File: src/rtl/serial_mag_compare.sv
// serial_mag_compare: bit-serial unsigned magnitude comparator.
// Operands are captured in IDLE, scanned MSB-first in SHIFT (one bit per
// clock), and the eq/gt/lt result is held in DONE until the consumer takes it.
// The first differing bit decides the result; lower-order bits are ignored.
// Optional feature macro: SERIAL_MAG_COMPARE_EARLY_EXIT_EN -- when defined,
// the SHIFT edge that decides gt/lt goes straight to DONE.
//
// state | meaning
// IDLE  | waiting for an operand pair, in_ready=1
// SHIFT | scanning operand bits MSB-first
// DONE  | result valid, waiting for out_ready

module serial_mag_compare #(
  parameter int WIDTH = 8
) (
  input  logic             clk,
  input  logic             rst,
  input  logic             in_valid,
  output logic             in_ready,
  input  logic [WIDTH-1:0] a_in,
  input  logic [WIDTH-1:0] b_in,
  output logic             out_valid,
  input  logic             out_ready,
  output logic             eq,
  output logic             gt,
  output logic             lt
);

  // Counter must hold WIDTH-1; keep it at least one bit wide for WIDTH=1.
  localparam int CW = (WIDTH > 1) ? $clog2(WIDTH) : 1;

  typedef enum logic [1:0] {
    IDLE  = 2'd0,
    SHIFT = 2'd1,
    DONE  = 2'd2
  } state_t;

  state_t           state;
  logic [WIDTH-1:0] sh_a;
  logic [WIDTH-1:0] sh_b;
  logic [CW-1:0]    cnt;

  logic bit_a;
  logic bit_b;
  logic decided;
  logic hit_gt;
  logic hit_lt;

  // Handshake flags are pure state decodes so they follow reset immediately.
  assign in_ready  = (state == IDLE);
  assign out_valid = (state == DONE);

  // Decision for the bit currently at the top of the shift registers.
  always_comb begin
    bit_a   = sh_a[WIDTH-1];
    bit_b   = sh_b[WIDTH-1];
    decided = gt | lt;
    hit_gt  = ~decided & bit_a & ~bit_b;
    hit_lt  = ~decided & ~bit_a & bit_b;
  end

  // Sequencer: capture, serial scan, and result hold.
  always_ff @(posedge clk or posedge rst) begin
    if (rst) begin
      state <= IDLE;
      sh_a  <= '0;
      sh_b  <= '0;
      cnt   <= '0;
      eq    <= 1'b0;
      gt    <= 1'b0;
      lt    <= 1'b0;
    end else begin
      case (state)
        IDLE: begin
          if (in_valid) begin
            sh_a  <= a_in;
            sh_b  <= b_in;
            gt    <= 1'b0;
            lt    <= 1'b0;
            eq    <= 1'b0;
            cnt   <= CW'(WIDTH - 1);
            state <= SHIFT;
          end
        end
        SHIFT: begin
          if (hit_gt) gt <= 1'b1;
          if (hit_lt) lt <= 1'b1;
          sh_a <= sh_a << 1;
          sh_b <= sh_b << 1;
          cnt  <= cnt - 1'b1;
          if (cnt == '0) begin
            // Last bit: equal only if nothing was ever decided.
            eq    <= ~(decided | hit_gt | hit_lt);
            state <= DONE;
          end
`ifdef SERIAL_MAG_COMPARE_EARLY_EXIT_EN
          // Once decided, the remaining bits cannot change the answer.
          if (hit_gt | hit_lt) state <= DONE;
`endif
        end
        DONE: begin
          if (out_ready) state <= IDLE;
        end
        default: state <= IDLE;
      endcase
    end
  end

endmodule

File: config.mk
export PLATFORM = sky130hd
export DESIGN_NAME = serial_mag_compare
export DESIGN_NICKNAME = d
export VERILOG_FILES = /design/src/rtl/serial_mag_compare.sv
export SDC_FILE = /design/constraint.sdc
export NUM_CORES = 1
export LEC_CHECK = 0
export CAP_MARGIN = 20
export CELL_PAD_IN_SITES_DETAIL_PLACEMENT = 0
export CELL_PAD_IN_SITES_GLOBAL_PLACEMENT = 2
export CORE_MARGIN = 2
export CORE_UTILIZATION = 34
export CTS_BUF_LIST = sky130_fd_sc_hd__clkbuf_4
export DETAILED_ROUTE_END_ITERATION = 12
export PLACE_DENSITY_LB_ADDON = 0.3
export SLEW_MARGIN = 30
export SYNTH_ARGS = -nofsm -noshare
export SYNTH_HDL_FRONTEND = slang
export SYNTH_SLANG_ARGS = --single-unit
export TNS_END_PERCENT = 30
File: constraint.sdc
create_clock -name clk -period 3.75 [get_ports clk]
set_input_delay 0.375 -clock clk [delete_from_list [all_inputs] [get_ports clk]]
set_output_delay 0.375 -clock clk [all_outputs]
set_load 0.01 [all_outputs]
# Yosys cells after proc, flatten, opt, wreduce, memory -nomap -nowiden
# Index checks and enable logic that the tools add are counted.
[totals]
output_inout_bits = 5
reg_bits = 24
wordCells = 51
[classes]
n_eq_ne = 7
n_mux = 17
n_bitwise = 11
addsub = 1
n_reduce_logical = 8
[op_table]
columns = ["operator", "count"]
rows = [
  ["8-bit one-hot mux with 2 select lines", 2],
  ["8-bit two-way mux", 2],
  ["3-bit AND reduction", 4],
  ["2-bit != test (second input constant)", 4],
  ["2-bit two-way mux", 3],
  ["1-bit one-hot mux with 2 select lines", 3],
  ["2-bit one-hot mux with 3 select lines", 1],
  ["3-bit one-hot mux with 2 select lines", 1],
  ["1-bit AND", 4],
  ["1-bit two-way mux", 4],
  ["1-bit inverter", 4],
  ["3-bit zero test", 1],
  ["3-bit two-way mux", 1],
  ["1-bit OR", 3],
  ["3-bit by 1-bit subtractor with 3-bit output (second input constant)", 1],
  ["2-bit by 1-bit equality test with 1-bit output (second input constant)", 1],
  ["2-bit equality test (second input constant)", 1],
  ["2-bit zero test", 1],
  ["2-bit by 1-bit != test with 1-bit output (second input constant)", 1],
  ["2-bit AND reduction", 1],
  ["2-bit nonzero test", 1],
]

# Logic depth before layout (Yosys ltp)
# Gate-level depths: netlist of run 1.
[depth]
ltp_word = 9
mapped_depth = 6

# Worst setup path after synthesis of run 1
# OpenSTA, ideal clock, no wires.
[synth_path]
path_kind = "register to register"
startpoint = "reg cnt[0]"
endpoint = "reg eq"
slack_ns = 2.406
t_arrival_ns = 1.217
path_stages_with_launch = 7
cell_sequence = "dfrtp_1 inv_1 ha_1 ha_1 nand2_1 a21oi_1 mux2_1"
[synth_via]
elab_chain_len = 3
[synth_lines]
columns = ["element", "line", "text"]
rows = [
  ["start, declared", "41", "logic [CW-1:0] cnt;"],
  ["start signal, assigned", "81", "cnt <= CW'(WIDTH - 1);"],
  ["start signal, assigned", "90", "cnt <= cnt - 1'b1;"],
  ["3-bit zero test", "91", "if (cnt == '0) begin"],
  ["2-bit != test (no line)", "-", ""],
  ["3-bit AND reduction (no line)", "-", ""],
  ["end signal, assigned", "93", "eq <= ~(decided | hit_gt | hit_lt);"],
  ["end, declared", "24", "output logic eq,"],
]
# No other way between the ends.
# A chain may end at the register's enable or synchronous reset.

# Worst setup path in the final report of run 1
[layout_path]
startpoint = "reg state[1]"
endpoint = "out out_valid"
[layout_via]
elab_chain_len = 1
[layout_lines]
columns = ["element", "line", "text"]
rows = [
  ["start, declared", "38", "state_t state;"],
  ["start signal, assigned", "65", "state <= IDLE;"],
  ["start signal, assigned", "82", "state <= SHIFT;"],
  ["start signal, assigned", "94", "state <= DONE;"],
  ["2-bit equality test", "51", "assign out_valid = (state == DONE);"],
  ["end, declared", "22", "output logic out_valid,"],
]
# No other way between the ends.

==> results of run 1 <==
==> cells in the mapped netlist (2+ instances only) <==
cell and instances:
sky130_fd_sc_hd__o21ai_1 18, sky130_fd_sc_hd__inv_1 5, sky130_fd_sc_hd__nand2b_1 4, sky130_fd_sc_hd__nand2_1 11, sky130_fd_sc_hd__dfrtp_1 24, sky130_fd_sc_hd__buf_4 2, sky130_fd_sc_hd__a21oi_1 17, sky130_fd_sc_hd__and3b_1 7
sky130_fd_sc_hd__nor2b_1 10, sky130_fd_sc_hd__a22o_1 2, sky130_fd_sc_hd__buf_2 6, sky130_fd_sc_hd__ha_1 2, sky130_fd_sc_hd__a22oi_1 9, sky130_fd_sc_hd__nor2_1 3
==> stage by stage <==
step,power [uW],cell area [sq um],util [%]
final,1040,1530,45.0
after global routing,1140,1530,45.0
after CTS,1050,1520,44.9
after detailed placement,860,1470,43.4
after global placement,854,1470,43.4
after floorplan,734,1210,-
==> sequential cells by signal, summed over array words and instances, names as in the netlist <==
register and count:
cnt 3, eq 1, gt 1, lt 1, sh_a 8, sh_b 8
state 2
==> per-layer routing <==
| layer | vias to the layer above | routed length, microns |
|---|---|---|
| met3 | 2 | 112 |
| met5 | - | 0 |
| met1 | 461 | 1210 |
| met2 | 22 | 1250 |
| met4 | 0 | 19 |
| li1 | 491 | - |
==> path summary, 6_finish.rpt <==
kind	from	to	slack, ns	cells past startpoint
worst min-delay path	rst	cnt[0]	0.39	2
max in group asynchronous	rst	sh_a[5]	3.01	2
min in group clk	eq	eq	0.50	1
worst max register to register	state[0]	sh_a[2]	1.94	4
worst min register to register	eq	eq	0.50	1
worst max-delay path	state[1]	out_valid	1.39	2
==> power by group through the flow <==
stage	combinational, uW	sequential, uW	clock (uW)
floorplan	306	428	0
global placement	389	465	0
detailed placement	395	465	0
CTS	397	458	196
global route	454	476	205
finish	392	457	190
==> cell type report <==
| class | count | area share, % |
|---|---|---|
| Timing Repair Buffer | 25 | 16.2 |
| Sequential cell | 24 | 39.4 |
| Clock inverter | 1 | 1.97 |
| Clock buffer | 3 | 1.48 |
| Tap cell | 46 | 3.77 |
| Inverter | 5 | 1.23 |
| Multi-Input combinational cell | 91 | 35.9 |
==> logic make-up (layout without fill, tap and decap cells) <==
logic type      Yosys count  count (layout)  synth area share, %
fa+ha+maj                 2               2                 2.06
simple gates             39              39                 18.8
compound gates           48              48                 22.5
buf+inv                  14              34                 5.57
flops                    24              24                 49.5
xor+xnor                  1               1                0.722
mux                       1               1                0.928
==> results.rst, run 1 <==
.. list-table::
   :header-rows: 1

   * - Metric
     - Value
   * - Run status
     - finished, final reports clean
   * - DIE AREA
     - roughly 0.0041 sq mm
   * - Net load switching power
     - approximately 370 uW
   * - Via count normalized by instance count
     - roughly 5.0
   * - Top cells by area in the synthesized netlist
     - sky130_fd_sc_hd__dfrtp_1 (49%), sky130_fd_sc_hd__o21ai_1 (7.4%), sky130_fd_sc_hd__a21oi_1 (7.0%)
   * - Final Max Slew Viols
     - 0
   * - Largest delay contributor family on the critical path
     - flip-flops
   * - Initial antenna violation count
     - 0
   * - Cells after DPL
     - 191
   * - Most used cells in the layout excluding fill and tap cells
     - sky130_fd_sc_hd__dfrtp_1 (24), sky130_fd_sc_hd__clkdlybuf4s50_1 (24), sky130_fd_sc_hd__o21ai_1 (18)
   * - Maximum VDD drop
     - roughly 0.00038 V
   * - Area fraction of the dominant cell type after synthesis
     - around 50%
   * - GRT met1 Usage
     - 18.9%
   * - Area of the core
     - 0.00339 sq mm
   * - Count of antenna diodes in the layout
     - 0
   * - Max FO, Critical Path
     - 24
   * - Setup repair after global routing missed its margin
     - no
   * - Clock input transition at the sequential cells of the worst setup and hold paths
     - approximately 0.14 ns
   * - Min-delay worst type
     - primary input to asynchronous set/reset pin
   * - Slew HR
     - a little under half
   * - PostCTS Resize Cnt
     - 0
   * - Filler cells
     - 327
   * - Total half-perimeter wirelength after legalization and detailed placement
     - ~1800 microns
   * - Post-route clock period utilization
     - 63.0%
   * - Non-filler cells, final
     - slightly below 200
   * - Endpoint arrival time on the critical path
     - between 1.5 and 2 ns
   * - Worst slack at placement
     - 1.49 ns
   * - Number of clock buffers inserted by TritonCTS
     - 3
   * - Count of different cell masters after synthesis
     - 23
   * - Flip-flop cell with the highest count after synthesis
     - sky130_fd_sc_hd__dfrtp_1
   * - Total clock sinks
     - 24
   * - Fin worst setup slack
     - about 1.4 ns
   * - Setup violations, final
     - 0
   * - Leakage Power
     - 0.000678 uW
   * - GRT Overall Usage
     - approximately 14%
   * - Largest area contributor in the netlist
     - sky130_fd_sc_hd__dfrtp_1
   * - CTS tree
     - built
   * - Combinational Power Share
     - a little under two fifths
   * - Iter 0 DRT Violations
     - 72
   * - Effective utilization at floorplan
     - 35.8%
   * - Io pins
     - 25
   * - Drt drc
     - 0
   * - Number of violations of the max-capacitance limit
     - 0
   * - Required @ worst endpoint
     - about 3.4 ns
   * - Relative contribution of the clock network to total power
     - 18.3%
   * - Number of iterations in the first detailed-routing pass
     - 4
   * - Cell-by-cell listing of the critical path
     - nor2b_1 -> clkdlybuf4s50_1
   * - Highest-delay cell along the critical path
     - sky130_fd_sc_hd__dfrtp_1
   * - Final Hold Vio Count
     - 0
   * - Final layout net count
     - roughly 170
   * - Crit path buffers/inverters
     - 1
   * - Relative area change from synthesis to final layout
     - 25.7%
   * - Part of the power in registers
     - a little over two fifths
   * - Pwr dens
     - about 680 mW/mm^2
   * - Minimum period implied by the final worst setup slack
     - approximately 2.4 ns
   * - Global route hottest layer
     - met2
   * - Width of the die
     - ~64 microns
   * - Number of global-route vias before repair
     - between 900 and 1000
   * - Routed Antenna Nets
     - 0
   * - Number of buffers added on ports
     - 24
   * - Core Rows
     - 21
   * - Global-route met2 utilization
     - between 20% and 30%
   * - GR Util met3
     - 4.23%
   * - Register area
     - roughly 600 sq um
   * - Global placer's final weighted congestion
     - just over 0.7
   * - Longest Clk Path Bufs
     - 2
   * - Kind of end point of the critical path
     - output pin
   * - Accumulated negative setup slack
     - 0 ns
   * - Kind of start point of the critical path
     - flip-flop
   * - Routed length per instance
     - ~13 microns
   * - Number of H-tree levels
     - 1
   * - Max frequency
     - 0.423 GHz
   * - Cell-internal power
     - 667 uW
   * - Sequential-to-total area share from yosys stat
     - roughly 50%
   * - Total global routing overflow
     - 0
   * - Count of flip-flops with a built-in enable after synthesis
     - 0
   * - Worst Hold Slack
     - slightly below 0.4 ns
   * - CTS hold repair buffers
     - 0
   * - Largest net degree at the start of global routing
     - 25
   * - Post-route clock skew
     - approximately 0.0087 ns
   * - Gate Count Post-Synth
     - between 100 and 150
   * - First-pass GRT wire length
     - 4490 microns
   * - Area occupied by multi-input gates
     - 548 sq um
   * - Critical Path Max Stage Delay
     - 0.85 ns
   * - Mapped cell area
     - ~0.0012 sq mm
   * - Critical path class
     - flip-flop to output pin
   * - Vertical die dimension
     - approximately 64 microns
   * - Worst-Margin Slew
     - 0.805 ns
   * - Clock tree root driver cell
     - sky130_fd_sc_hd__clkbuf_4
   * - Number of warnings reported in the yosys synthesis log
     - 0
   * - Fraction of layout cells with a size suffix above 1
     - about 4.7%
   * - Post-CTS setup repair buffer count
     - 0
   * - Synth async-reset ratio
     - 100%
   * - Switching share of power
     - 35.9%
   * - Vias
     - roughly 980
   * - Worst skew pair latency
     - between 0.3 and 0.4 ns
   * - WL final
     - 2590 microns
   * - Synthesized netlist net count
     - between 150 and 200
   * - Post-Synthesis Mean Instance Area
     - approximately 9.4 sq um
   * - Flop and latch count out of synthesis
     - 24
Power figures use the tool's default switching activity.
==> run 2: changes to the inputs <==
--- a/config.mk
+++ b/config.mk
@@ -9,7 +9,7 @@
 export CELL_PAD_IN_SITES_DETAIL_PLACEMENT = 0
 export CELL_PAD_IN_SITES_GLOBAL_PLACEMENT = 2
 export CORE_MARGIN = 2
-export CORE_UTILIZATION = 34
+export CORE_UTILIZATION = 32
 export CTS_BUF_LIST = sky130_fd_sc_hd__clkbuf_4
 export DETAILED_ROUTE_END_ITERATION = 12
 export PLACE_DENSITY_LB_ADDON = 0.3
==> constraint.sdc (replaced) <==
create_clock -name clk -period 2.4 [get_ports clk]
set_input_delay 0.24 -clock clk [delete_from_list [all_inputs] [get_ports clk]]
set_output_delay 0.24 -clock clk [all_outputs]
set_load 0.01 [all_outputs]
==> run 2 against run 1 <==
Against the previous run: highest routed layer unchanged; worst hold slack worse by 0.14 ns; power rose by 49%; clock power decreased by 3%; core utilization shrank 3.0 points; register-to-register slack got worse by 1.1 ns; via count increased by 3.7%.
==> results.rst, run 2 (same netlist as run 1, synthesis figures left out) <==
.. list-table::
   :header-rows: 1

   * - Metric
     - Value
   * - Run status
     - finished, final reports clean
   * - Overall power
     - 1550 uW (+49%)
   * - Count of antenna diodes in the layout
     - 0 (unchanged)
   * - Vertical die dimension
     - 65.6 microns (+2.9%)
   * - Core Rows
     - 22 (+4.8%)
   * - Worst Reg-to-Reg Cells
     - 4 (unchanged)
   * - Drt drc
     - 0 (unchanged)
   * - Required @ worst endpoint
     - 2.16 ns (-1.22 ns)
   * - Total global routing overflow
     - 0 (unchanged)
   * - Total clock sinks
     - 24 (unchanged)
   * - Cells after DPL
     - 198 (+3.7%)
   * - Number of H-tree levels
     - 1 (unchanged)
   * - Number of iterations in the first detailed-routing pass
     - 4 (unchanged)
   * - Slew HR
     - 60.9% (+15 points)
   * - Iter 0 DRT Violations
     - 47 (-35%)
   * - Setup violations, final
     - 0 (unchanged)
   * - Post-route clock period utilization
     - roughly 85%
   * - Effective utilization at floorplan
     - 33.2% (-2.7 points)
   * - Via count normalized by instance count
     - 5.01 (about the same)
   * - Relative area change from synthesis to final layout
     - 26.6%
   * - Post-route clock skew
     - 0.00160 ns (-0.00710 ns)
   * - Vias
     - 1012 (+3.7%)
   * - Max frequency
     - around 0.5 GHz
   * - Cell-by-cell listing of the critical path
     - nor2b_1 -> clkdlybuf4s50_1
   * - Width of the die
     - 65.6 microns (+2.9%)
   * - Post-CTS setup repair buffer count
     - 0 (unchanged)
   * - GR Util met3
     - 3.60% (-0.63 points)
   * - Longest Clk Path Bufs
     - 2 (unchanged)
   * - Final Hold Vio Count
     - 0 (unchanged)
   * - Clock tree root driver cell
     - sky130_fd_sc_hd__clkbuf_4
   * - Global placer's final weighted congestion
     - 0.751 (+5.1%)
   * - Routed Antenna Nets
     - 0 (unchanged)
   * - Critical path class
     - flip-flop to output pin
   * - Number of clock buffers inserted by TritonCTS
     - 3 (unchanged)
   * - Reg-to-reg critical path endpoint
     - gt
   * - Leakage Power
     - 0.000690 uW (+1.7%)
   * - Worst skew pair latency
     - 0.31 ns (about the same)
   * - Number of violations of the max-capacitance limit
     - 0 (unchanged)
   * - WL final
     - 2710 microns (+4.8%)
   * - Max FO, Critical Path
     - 16 (-33%)
   * - Minimum period implied by the final worst setup slack
     - just over 2 ns
   * - CTS hold repair buffers
     - 0 (unchanged)
   * - Largest net degree at the start of global routing
     - 25 (unchanged)
   * - Maximum VDD drop
     - 0.000370 V (-2.6%)
   * - Accumulated negative setup slack
     - 0 ns (unchanged)
   * - Total half-perimeter wirelength after legalization and detailed placement
     - 1920 microns (+8.6%)
   * - Highest-delay cell along the critical path
     - sky130_fd_sc_hd__dfrtp_1
   * - Worst-Margin Slew
     - 0.585 ns (-0.220 ns)
   * - Pwr dens
     - 1010 mW/mm^2 (+48%)
   * - Global route hottest layer
     - met2
   * - Setup repair after global routing missed its margin
     - no
   * - Final layout net count
     - 177 (+2.9%)
   * - Routed length per instance
     - 13.4 microns (+1.2%)
   * - Number of global-route vias before repair
     - 1049 (+13%)
   * - Fraction of layout cells with a size suffix above 1
     - 5.84% (+1.1 points)
   * - Number of buffers added on ports
     - 24 (unchanged)
   * - Setup slack, reg-to-reg
     - 0.86 ns (-1.08 ns)
   * - Initial antenna violation count
     - 0 (unchanged)
   * - Clock input transition at the sequential cells of the worst setup and hold paths
     - 0.13 ns (about the same)
   * - Largest delay contributor family on the critical path
     - flip-flops
   * - GRT Overall Usage
     - 14.6% (+0.53 points)
   * - Endpoint arrival time on the critical path
     - 1.81 ns (-0.18 ns)
   * - Most used cells in the layout excluding fill and tap cells
     - sky130_fd_sc_hd__dfrtp_1 (24), sky130_fd_sc_hd__clkdlybuf4s50_1 (24), sky130_fd_sc_hd__o21ai_1 (18)
   * - Largest registers in the final layout
     - sh_a (8), sh_b (8), cnt (3)
   * - Reg2Reg Launch Point
     - state[0]
   * - GRT met1 Usage
     - 19.6% (+0.73 points)
   * - Start point of the critical path
     - state[1]
   * - Critical Path Max Stage Delay
     - 0.68 ns (-0.17 ns)
   * - Global-route met2 utilization
     - 24.0% (+1.5 points)
   * - First-pass GRT wire length
     - 4880 microns (+8.6%)
   * - DIE AREA
     - 0.00430 sq mm (+5.9%)
   * - Final Max Slew Viols
     - 0 (unchanged)
   * - Kind of start point of the critical path
     - flip-flop
   * - Area of the core
     - 0.00366 sq mm (+8.0%)
   * - CTS tree
     - built
   * - Non-filler cells, final
     - 202 (+3.6%)
   * - Crit path buffers/inverters
     - 1 (unchanged)
   * - Kind of end point of the critical path
     - output pin
   * - PostCTS Resize Cnt
     - 0 (unchanged)
   * - Min-delay worst type
     - primary input to asynchronous set/reset pin
   * - Io pins
     - 25 (unchanged)
-- run 2: changes by cell type in the layout (fill, tap and decap cells not counted), sizes merged --
cell and change:
buf +5, bufinv -1, clkinv +1
-- run 2: worst max-delay path by stage --
| stage | end | depth (start not counted) |
|---|---|---|
| CTS | out_valid | 2 |
| global placement | sh_b[7] | 4 |
| detailed placement | sh_a[7] | 4 |
| global route | out_valid | 2 |
| floorplan | eq | 6 |
| finish | out_valid | 2 |
-- run 2: final cells by class --
| cell class | instances | area (sq um) |
|---|---|---|
| fillers | 387 | 2120 |
| flip-flops and latches | 24 | 601 |
| multi-input cells | 91 | 546 |
| repair buffers | 30 | 285 |
| well taps | 48 | 60.1 |
| clock buffers | 3 | 22.5 |
| inverters | 5 | 18.8 |
| clock inverters | 1 | 3.75 |
-- run 2: worst min-delay path: cells and delay by family --
kind / cells / cell delay (ns)
buffers and inverters: 3 / 0.74
-- run 2: per-stage QoR --
stage                     hold WS [ns]  utilization [%]  cell area (sq um)  setup slack, ns
after floorplan                  0.255                -               1210             1.06
after global placement           0.469             41.3               1510            0.591
after detailed placement         0.471             41.3               1510            0.514
after CTS                        0.254             42.0               1540            0.323
after global routing             0.282             42.0               1540            0.239
final                            0.249             42.0               1540            0.354
-- run 2: metal layers --
| metal | part of all wire [%] | up-vias |
|---|---|---|
| li1 | - | 505 |
| met1 | 49 | 482 |
| met2 | 46 | 23 |
| met3 | 4.2 | 2 |
| met4 | 0.70 | 0 |
| met5 | 0 | - |
-- run 2: report_power, final --
part           switching (uW)  internal [uW]  total [uW]
combinational             312            334         646
sequential                153            565         718
clock                     123           60.9         184
